**config.mk**
```make
export PLATFORM = sky130hd
export DESIGN_NAME = ahb_apb_bridge_mslv
export DESIGN_NICKNAME = d
export VERILOG_FILES = /design/src/rtl/ahb_apb_pkg.sv /design/src/rtl/ahb_apb_strb_gen.sv /design/src/rtl/ahb_apb_bridge_mslv.sv
export SDC_FILE = /design/constraint.sdc
export NUM_CORES = 1
export LEC_CHECK = 0
export ABC_AREA = 1
export ABC_CLOCK_PERIOD_IN_PS = 3900
export CORE_ASPECT_RATIO = 0.6
export CORE_MARGIN = 2
export CORE_UTILIZATION = 41
export CTS_CLUSTER_SIZE = 20
export DETAILED_ROUTE_END_ITERATION = 7
export PLACE_DENSITY = 0.95
export SLEW_MARGIN = 20
export SYNTH_ARGS = -nofsm -noshare
export SYNTH_HDL_FRONTEND = slang
export SYNTH_HIERARCHICAL = 1
export SYNTH_SLANG_ARGS = --single-unit
```
**constraint.sdc**
```tcl
create_clock -name hclk -period 3.9 [get_ports hclk]
set_input_delay 0.78 -clock hclk [delete_from_list [all_inputs] [get_ports hclk]]
set_output_delay 0.78 -clock hclk [all_outputs]
set_load 0.01 [all_outputs]
```
**src/rtl/ahb_apb_pkg.sv**
```systemverilog
// Shared AHB/APB codes, bridge state encoding and the AHB-to-APB protection mapping.
package ahb_apb_pkg;

    localparam logic [1:0] HTRANS_NONSEQ = 2'b10;
    localparam logic [1:0] HTRANS_SEQ    = 2'b11;

    localparam logic HRESP_OKAY  = 1'b0;
    localparam logic HRESP_ERROR = 1'b1;

    localparam logic [2:0] ST_IDLE   = 3'd0;
    localparam logic [2:0] ST_WDATA  = 3'd1;
    localparam logic [2:0] ST_SETUP  = 3'd2;
    localparam logic [2:0] ST_ACCESS = 3'd3;
    localparam logic [2:0] ST_DONE   = 3'd4;
    localparam logic [2:0] ST_ERR1   = 3'd5;
    localparam logic [2:0] ST_ERR2   = 3'd6;

    // hprot[0] is opcode/data, hprot[1] is privileged; APB wants {instr, nonsecure, priv}.
    function automatic logic [2:0] map_pprot(input logic [1:0] hprot_lo);
        return {~hprot_lo[0], 1'b0, hprot_lo[1]};
    endfunction

endpackage

```
**src/rtl/ahb_apb_strb_gen.sv**
```systemverilog
// Byte-lane strobes for a naturally aligned transfer of 2**hsize bytes at a lane offset.
module ahb_apb_strb_gen #(
    parameter  int DATA_W = 32,
    localparam int NB     = DATA_W / 8,
    localparam int OFS_W  = $clog2(NB)
) (
    input  logic [2:0]       hsize,
    input  logic [OFS_W-1:0] offset,
    output logic [NB-1:0]    pstrb
);

    // A lane is enabled when it sits in the same size-aligned block as the offset.
    always_comb begin
        // NOTE: every output of a combinational block gets a default first so no latch is inferred.
        pstrb = '0;
        for (int i = 0; i < NB; i++) begin
            pstrb[i] = ((OFS_W'(i) >> hsize) == (offset >> hsize));
        end
    end

endmodule

```
**src/rtl/ahb_apb_bridge_mslv.sv**
```systemverilog
// AHB-Lite slave to multi-slave APB bridge: one outstanding transfer, slave picked by an address field.
module ahb_apb_bridge_mslv
    import ahb_apb_pkg::*;
#(
    parameter int NUM_SLV     = 4,
    parameter int ADDR_W      = 16,
    parameter int DATA_W      = 32,
    parameter int IDX_LSB     = 12,
    parameter int TIMEOUT_CYC = 256
) (
    input  logic                      hclk,
    input  logic                      hreset,
    input  logic                      hsel,
    input  logic                      hready,
    input  logic [ADDR_W-1:0]         haddr,
    input  logic [1:0]                htrans,
    input  logic                      hwrite,
    input  logic [2:0]                hsize,
    input  logic [3:0]                hprot,
    input  logic [DATA_W-1:0]         hwdata,
    output logic                      hreadyout,
    output logic                      hresp,
    output logic [DATA_W-1:0]         hrdata,
    output logic [NUM_SLV-1:0]        psel,
    output logic                      penable,
    output logic [ADDR_W-1:0]         paddr,
    output logic                      pwrite,
    output logic [DATA_W-1:0]         pwdata,
    output logic [DATA_W/8-1:0]       pstrb,
    output logic [2:0]                pprot,
    input  logic [NUM_SLV*DATA_W-1:0] prdata,
    input  logic [NUM_SLV-1:0]        pready,
    input  logic [NUM_SLV-1:0]        pslverr
);

    localparam int NB    = DATA_W / 8;
    localparam int OFS_W = $clog2(NB);
    localparam int IDX_W = (NUM_SLV > 1) ? $clog2(NUM_SLV) : 1;
    localparam int TO_W  = (TIMEOUT_CYC > 1) ? $clog2(TIMEOUT_CYC + 1) : 1;
    localparam logic [2:0]   MAX_SIZE  = 3'($clog2(NB));
    localparam logic [IDX_W:0] SLV_LIM = (IDX_W + 1)'(NUM_SLV);

    logic [2:0]        state, state_nxt, first_state;
    logic [IDX_W-1:0]  idx, idx_new;
    logic [TO_W-1:0]   to_cnt;
    logic [NB-1:0]     strb_new;
    logic [DATA_W-1:0] rd_sel;
    logic              accept, bad_req, sel_ready, sel_err, timed_out;
    logic              unused_hprot;

    assign unused_hprot = &{1'b0, hprot[3:2]};

    assign idx_new = haddr[IDX_LSB +: IDX_W];
    assign accept  = (state == ST_IDLE || state == ST_DONE) && hsel && hready &&
                     (htrans == HTRANS_NONSEQ || htrans == HTRANS_SEQ);
    assign bad_req = ({1'b0, idx_new} >= SLV_LIM) || (hsize > MAX_SIZE);
    assign first_state = bad_req ? ST_ERR1 : (hwrite ? ST_WDATA : ST_SETUP);
    assign timed_out   = (TIMEOUT_CYC != 0) && (to_cnt == TO_W'(TIMEOUT_CYC - 1));

    ahb_apb_strb_gen #(.DATA_W(DATA_W)) u_strb_gen (
        .hsize  (hsize),
        .offset (haddr[OFS_W-1:0]),
        .pstrb  (strb_new)
    );

    // Only the addressed slave's handshake and read data are ever looked at.
    always_comb begin
        sel_ready = 1'b0;
        sel_err   = 1'b0;
        rd_sel    = '0;
        for (int i = 0; i < NUM_SLV; i++) begin
            if (IDX_W'(i) == idx) begin
                sel_ready = pready[i];
                sel_err   = pslverr[i];
                rd_sel    = prdata[i*DATA_W +: DATA_W];
            end
        end
    end

    always_comb begin
        state_nxt = state;
        case (state)
            ST_IDLE, ST_DONE: state_nxt = accept ? first_state : ST_IDLE;
            ST_WDATA:         state_nxt = ST_SETUP;
            ST_SETUP:         state_nxt = ST_ACCESS;
            ST_ACCESS: begin
                if (sel_ready)      state_nxt = sel_err ? ST_ERR1 : ST_DONE;
                else if (timed_out) state_nxt = ST_ERR1;
            end
            ST_ERR1:          state_nxt = ST_ERR2;
            default:          state_nxt = ST_IDLE;
        endcase
    end

    always_ff @(posedge hclk) begin
        // NOTE: sequential state uses non-blocking assignments so every register samples pre-edge values.
        if (hreset) begin
            state  <= ST_IDLE;
            idx    <= '0;
            to_cnt <= '0;
            paddr  <= '0;
            pwrite <= 1'b0;
            pprot  <= '0;
            pstrb  <= '0;
            pwdata <= '0;
            hrdata <= '0;
        end else begin
            state <= state_nxt;
            if (accept) begin
                idx    <= idx_new;
                paddr  <= haddr;
                pwrite <= hwrite;
                pprot  <= map_pprot(hprot[1:0]);
                pstrb  <= hwrite ? strb_new : '0;
            end
            if (state == ST_WDATA) pwdata <= hwdata;
            if (state == ST_SETUP) begin
                to_cnt <= '0;
            end else if (state == ST_ACCESS && !sel_ready && !timed_out) begin
                to_cnt <= to_cnt + TO_W'(1);
            end
            if (state == ST_ACCESS && sel_ready && !pwrite) hrdata <= rd_sel;
        end
    end

    // Handshake outputs come straight from the state register, never from live inputs.
    always_comb begin
        hreadyout = (state == ST_IDLE) || (state == ST_DONE) || (state == ST_ERR2);
        hresp     = (state == ST_ERR1 || state == ST_ERR2) ? HRESP_ERROR : HRESP_OKAY;
        penable   = (state == ST_ACCESS);
        psel      = '0;
        if (state == ST_SETUP || state == ST_ACCESS) begin
            for (int i = 0; i < NUM_SLV; i++) psel[i] = (IDX_W'(i) == idx);
        end
    end

endmodule

```
== Yosys cells after proc, flatten, opt, wreduce, memory -nomap -nowiden ==
Cells that the tools add are included.

* Output and inout bits: 95
* Bits of input ports: 198
* Logic and storage cells: 75
* Bits in registers: 101

* Muxes and demuxes: 22
* Bitwise operators: 1
* Equal/unequal tests: 17
* Magnitude comparators: 1
* Add/subtract/negate cells: 1
* Shift operators: 5
* Reduce and logical (&&, ||, !) cells: 19

{| class="wikitable"
|+ Operators with widths
! operator !! count
|-
| 32-bit two-way mux || 4
|-
| 3-bit case mux with 5 select lines || 1
|-
| 3-bit two-way mux || 4
|-
| 1-bit two-way mux || 10
|-
| 9-bit by 1-bit adder with 9-bit output (second input constant) || 1
|-
| 3-bit equality test (second input constant) || 3
|-
| 9-bit by 8-bit equality test with 1-bit output (second input constant) || 1
|-
| 2-bit equality test || 4
|-
| 4-bit two-way mux || 2
|-
| 1-bit logical AND || 7
|-
| 3-bit by 2-bit equality test with 1-bit output (second input constant) || 2
|-
| 1-bit by 3-bit right shift with 2-bit output (first input constant) || 2
|-
| 2-bit by 3-bit right shift with 2-bit output (first input constant) || 2
|-
| 1-bit logical OR || 5
|-
| 2-bit equality test (first input constant) || 2
|-
| 2-bit equality test (second input constant) || 2
|-
| 2-bit OR reduction || 2
|-
| 3-bit by 1-bit equality test with 1-bit output (second input constant) || 1
|-
| 3-bit by 2-bit greater-than comparator with 1-bit output (second input constant) || 1
|-
| 1-bit zero test || 3
|-
| 3-bit zero test || 1
|-
| 3-bit by 1-bit inequality test with 1-bit output (second input constant) || 1
|-
| 2-bit by 3-bit right shift with 2-bit output || 1
|-
| 1-bit by 2-bit equality test with 1-bit output (first input constant) || 1
|-
| other kinds (3) || 3
|}

== Longest topological paths before layout ==
* Depth after elaboration: 8
* Mapped depth: 11
* Gate-level depth less buffers: 9

== By module ==
Netlist, hierarchy kept.

{| class="wikitable"
|+ By module, submodules not included
! module !! cells each !! times used !! area an instance (um2) !! sequential area each (um2)
|-
| ahb_apb_bridge_mslv || 754 || 1 || 4880.9 || 1981.9
|-
| ahb_apb_strb_gen || 16 || 1 || 65.1 || 0.0
|}

== Worst setup path before layout ==
No wires, ideal clock.

* Kind: flip-flop to output port
* Start point: register paddr[12] (netlist name)
* End point: output port psel[1]
* Arrival time: 1.268 ns
* Buffers on the path: 2
* Stages on the path, launching flop included: 5
* Slack: 1.852 ns
* Required time: 3.120 ns
* Path through: dfxtp_1 buf_2 buf_2 inv_2 nor3_1

{| class="wikitable"
|+ RTL lines
! item !! RTL line !! RTL
|-
| to (decl) || ahb_apb_bridge_mslv.sv:24 || <nowiki>output logic [NUM_SLV-1:0] psel,</nowiki>
|}

==> impl_metrics.env <==
export IMPL_status="completed"
export IMPL_fmax_ghz=0.3087
export IMPL_numClockSinks=99
export IMPL_dieArea_mm2=0.01299
export IMPL_ctsResizeCount=0
export IMPL_relSlewSlack_pct=42.09
export IMPL_rsz0062_at_grt="false"
export IMPL_whs_ns=0.4476
export IMPL_fin_util_pct=68.61
export IMPL_grt_overflow=0
export IMPL_fin_nets=1227
export IMPL_setup_tns_ns=0
export IMPL_io_pins=293
export IMPL_cts_setup_buffers=0
export IMPL_synth_fp_nets=970
export IMPL_root_buffer="clkbuf_16"
export IMPL_setup_worst_path_class="reg2reg"
export IMPL_vias=5883
export IMPL_period_share_pct=83.05
export IMPL_grt_total_usage_pct=25.06
export IMPL_dr_pass1_iters=5
export IMPL_p_leak_nw=3.241
export IMPL_skew_ns=0.009429
export IMPL_setup_slack_ns=0.6610
export IMPL_syn_instance_count=770
export IMPL_hold_class="reg2reg"
export IMPL_power_mw=2.673
export IMPL_cts_hold_buf=0
export IMPL_ys_types=26
export IMPL_totalWireLength_um=17190
export IMPL_cts_buffers=9
export IMPL_setup_viol=0
export IMPL_start_util_pct=41.54
export IMPL_syn_cell_area_mm2=0.004946
export IMPL_yosysSeqAreaShare_pct=40.07
export IMPL_yosysWarnings=6
export IMPL_synth_seq_cells=99
export IMPL_place_gp_congestion=0.8512
export IMPL_fp_coreArea_mm2=0.01191
export IMPL_numPortBuffers=288
export IMPL_die_y_um=89.08
export IMPL_layout_drive_gt1_share_pct=3.973
export IMPL_dieWidth_um=145.8
export IMPL_critPathRequiredTime_ns=4.16
export IMPL_drv_cap=0
export IMPL_antenna_found_initial=1
export IMPL_drt_iter0_markers=335
export IMPL_placementRows=31
export IMPL_path_max_fanout=34
export IMPL_place_ws_ns=0.6372
export IMPL_clk_latency_ns=0.33
export IMPL_post_dp_hpwl_um=12770
export IMPL_avgSynthCellArea_um2=6.423
export IMPL_areaGrowthSynthToFinish_pct=65.19
export IMPL_htree_levels=3
export IMPL_cts_tree="built"
export IMPL_critPathCaptureType="flip-flop"
export IMPL_grt_max_degree=63
export IMPL_critPathArrivalTime_ns=3.49
export IMPL_ant_nets=0
export IMPL_drc_errors=0
export IMPL_avgRoutedWirePerCell_um=14.35
export IMPL_grt_pass1_vias=5506
export IMPL_routed_via_density=4.911
export IMPL_cts_reportedPaths_clkPinSlew_ns=0.07
export IMPL_ir_drop_uv=204.7
export IMPL_worstMarginPinSlew_ns=0.8677
export IMPL_p_per_area_mw_per_mm2=327.1
export IMPL_grt_pass1_wl_um=26500
export IMPL_fillers=945
export IMPL_slew_violations=0
export IMPL_fin_crit_ns=3.239
export IMPL_hold_viol=0
export IMPL_cp_start_kind="flip-flop"
export IMPL_cts_buffer_depth=2
==> metrics by stage <==
step / instances / instance area [µm²]
2_1_floorplan: 770 / 4946
3_3_place_gp: 1181 / 7876
3_5_place_dp: 1181 / 7876
4_1_cts: 1197 / 8160
5_1_grt: 1198 / 8170
6_report: 1198 / 8170
==> area by class of cell <==
class / count / area, µm² / area share, %
repair buffers: 296 / 2943 / 36.02
diodes: 1 / 2.502 / 0.03063
multi-input cells: 527 / 2400 / 29.37
inverters: 94 / 352.8 / 4.319
flip-flops and latches: 99 / 1982 / 24.26
well taps: 165 / 206.4 / 2.527
clock buffers: 10 / 229.0 / 2.802
clock inverters: 6 / 55.05 / 0.6738
==> cell usage after synthesis <==
| cell type | instances | area, µm² |
|---|---|---|
| a31oi_1 | 2 | 12.51 |
| conb_1 | 1 | 3.750 |
| or2_1 | 1 | 6.260 |
| nand2_1 | 172 | 645.6 |
| xor2_1 | 1 | 8.760 |
| o211ai_1 | 2 | 15.01 |
| nor4_1 | 1 | 6.260 |
| nor2_2 | 4 | 25.02 |
| dfxtp_1 | 99 | 1982 |
| nor2_1 | 71 | 266.5 |
| nor2_4 | 1 | 11.26 |
| ha_1 | 2 | 25.02 |
| nand2_2 | 2 | 12.51 |
| nor3_1 | 3 | 15.01 |
| inv_2 | 10 | 37.54 |
| buf_1 | 3 | 11.26 |
| inv_1 | 83 | 311.6 |
| buf_2 | 17 | 85.08 |
| o21ai_0 | 54 | 270.3 |
| o21ai_1 | 65 | 325.3 |
| a21oi_1 | 52 | 260.3 |
| nand3_1 | 83 | 415.4 |
| clkbuf_1 | 26 | 97.59 |
| nand4_1 | 10 | 62.56 |
| buf_4 | 4 | 30.03 |
| clkinv_1 | 1 | 3.750 |
==> registers in the layout, indices dropped and copies added, names as in the netlist <==
register  flops
hrdata       32
pwdata       32
paddr        16
to_cnt        9
pstrb         4
state         3
pprot         2
pwrite        1
==> power by group <==
| group | switching, mW | total, mW | internal [mW] |
|---|---|---|---|
| clock | 0.403 | 0.850 | 0.447 |
| sequential | 0.0432 | 1.12 | 1.08 |
| combinational | 0.319 | 0.699 | 0.380 |
==> cells by family (layout without fill, tap and decap cells) <==
kind of cell,after synthesis,after routing,synth area share (%)
adder cells (fa/ha/maj),2,2,0.5059
other,1,2,0.07582
flip-flops,99,99,40.07
buffers and inverters,144,406,11.66
AO/OA/AOI/OAI,175,175,17.86
XOR/XNOR,1,1,0.1771
AND/OR/NAND/NOR,348,348,29.65
==> per-layer routing <==
| metal | track usage (%) | up-vias | wire length, µm |
|---|---|---|---|
| li1 | - | 2990 | - |
| met1 | 30.42 | 2618 | 6891 |
| met2 | 43.31 | 257 | 8238 |
| met3 | 8.265 | 18 | 1790 |
| met4 | 7.398 | 0 | 268 |
| met5 | 0 | - | 0 |
==> cell usage in the layout, fill, tap and decap left out, types with 4 or more instances in the layout <==
cell and count:
a21oi_1 52, o21ai_0 54, nand3_1 82, inv_1 83, dfxtp_1 99, nand4_1 10
nor2_1 71, o21ai_1 65, nor2_2 4, nand2_1 172, clkdlybuf4s50_1 288, clkbuf_16 9
inv_2 10, buf_4 8
==> worst max-delay path, stage by stage, from the launching register on <==
cell,delay [ns]
dfxtp_1,0.42
nor2_4,0.70
nand2_1,0.11
nand3_1,0.12
nand2_1,0.26
inv_2,0.55
nand2_2,0.56
nand2_1,0.22
nand2_1,0.08
nor2_1,0.14
==> path summary, 6_finish.rpt <==
| path | start | to | slack, ns | cells past startpoint |
|---|---|---|---|---|
| worst max-delay path | paddr[12] | hrdata[24] | 0.66 | 9 |
| worst min-delay path | pwdata[2] | pwdata[2] | 0.45 | 2 |
| worst max register to register | paddr[12] | hrdata[24] | 0.66 | 9 |
| worst min register to register | pwdata[2] | pwdata[2] | 0.45 | 2 |
No activity file was read; power rests on OpenSTA's default activity.
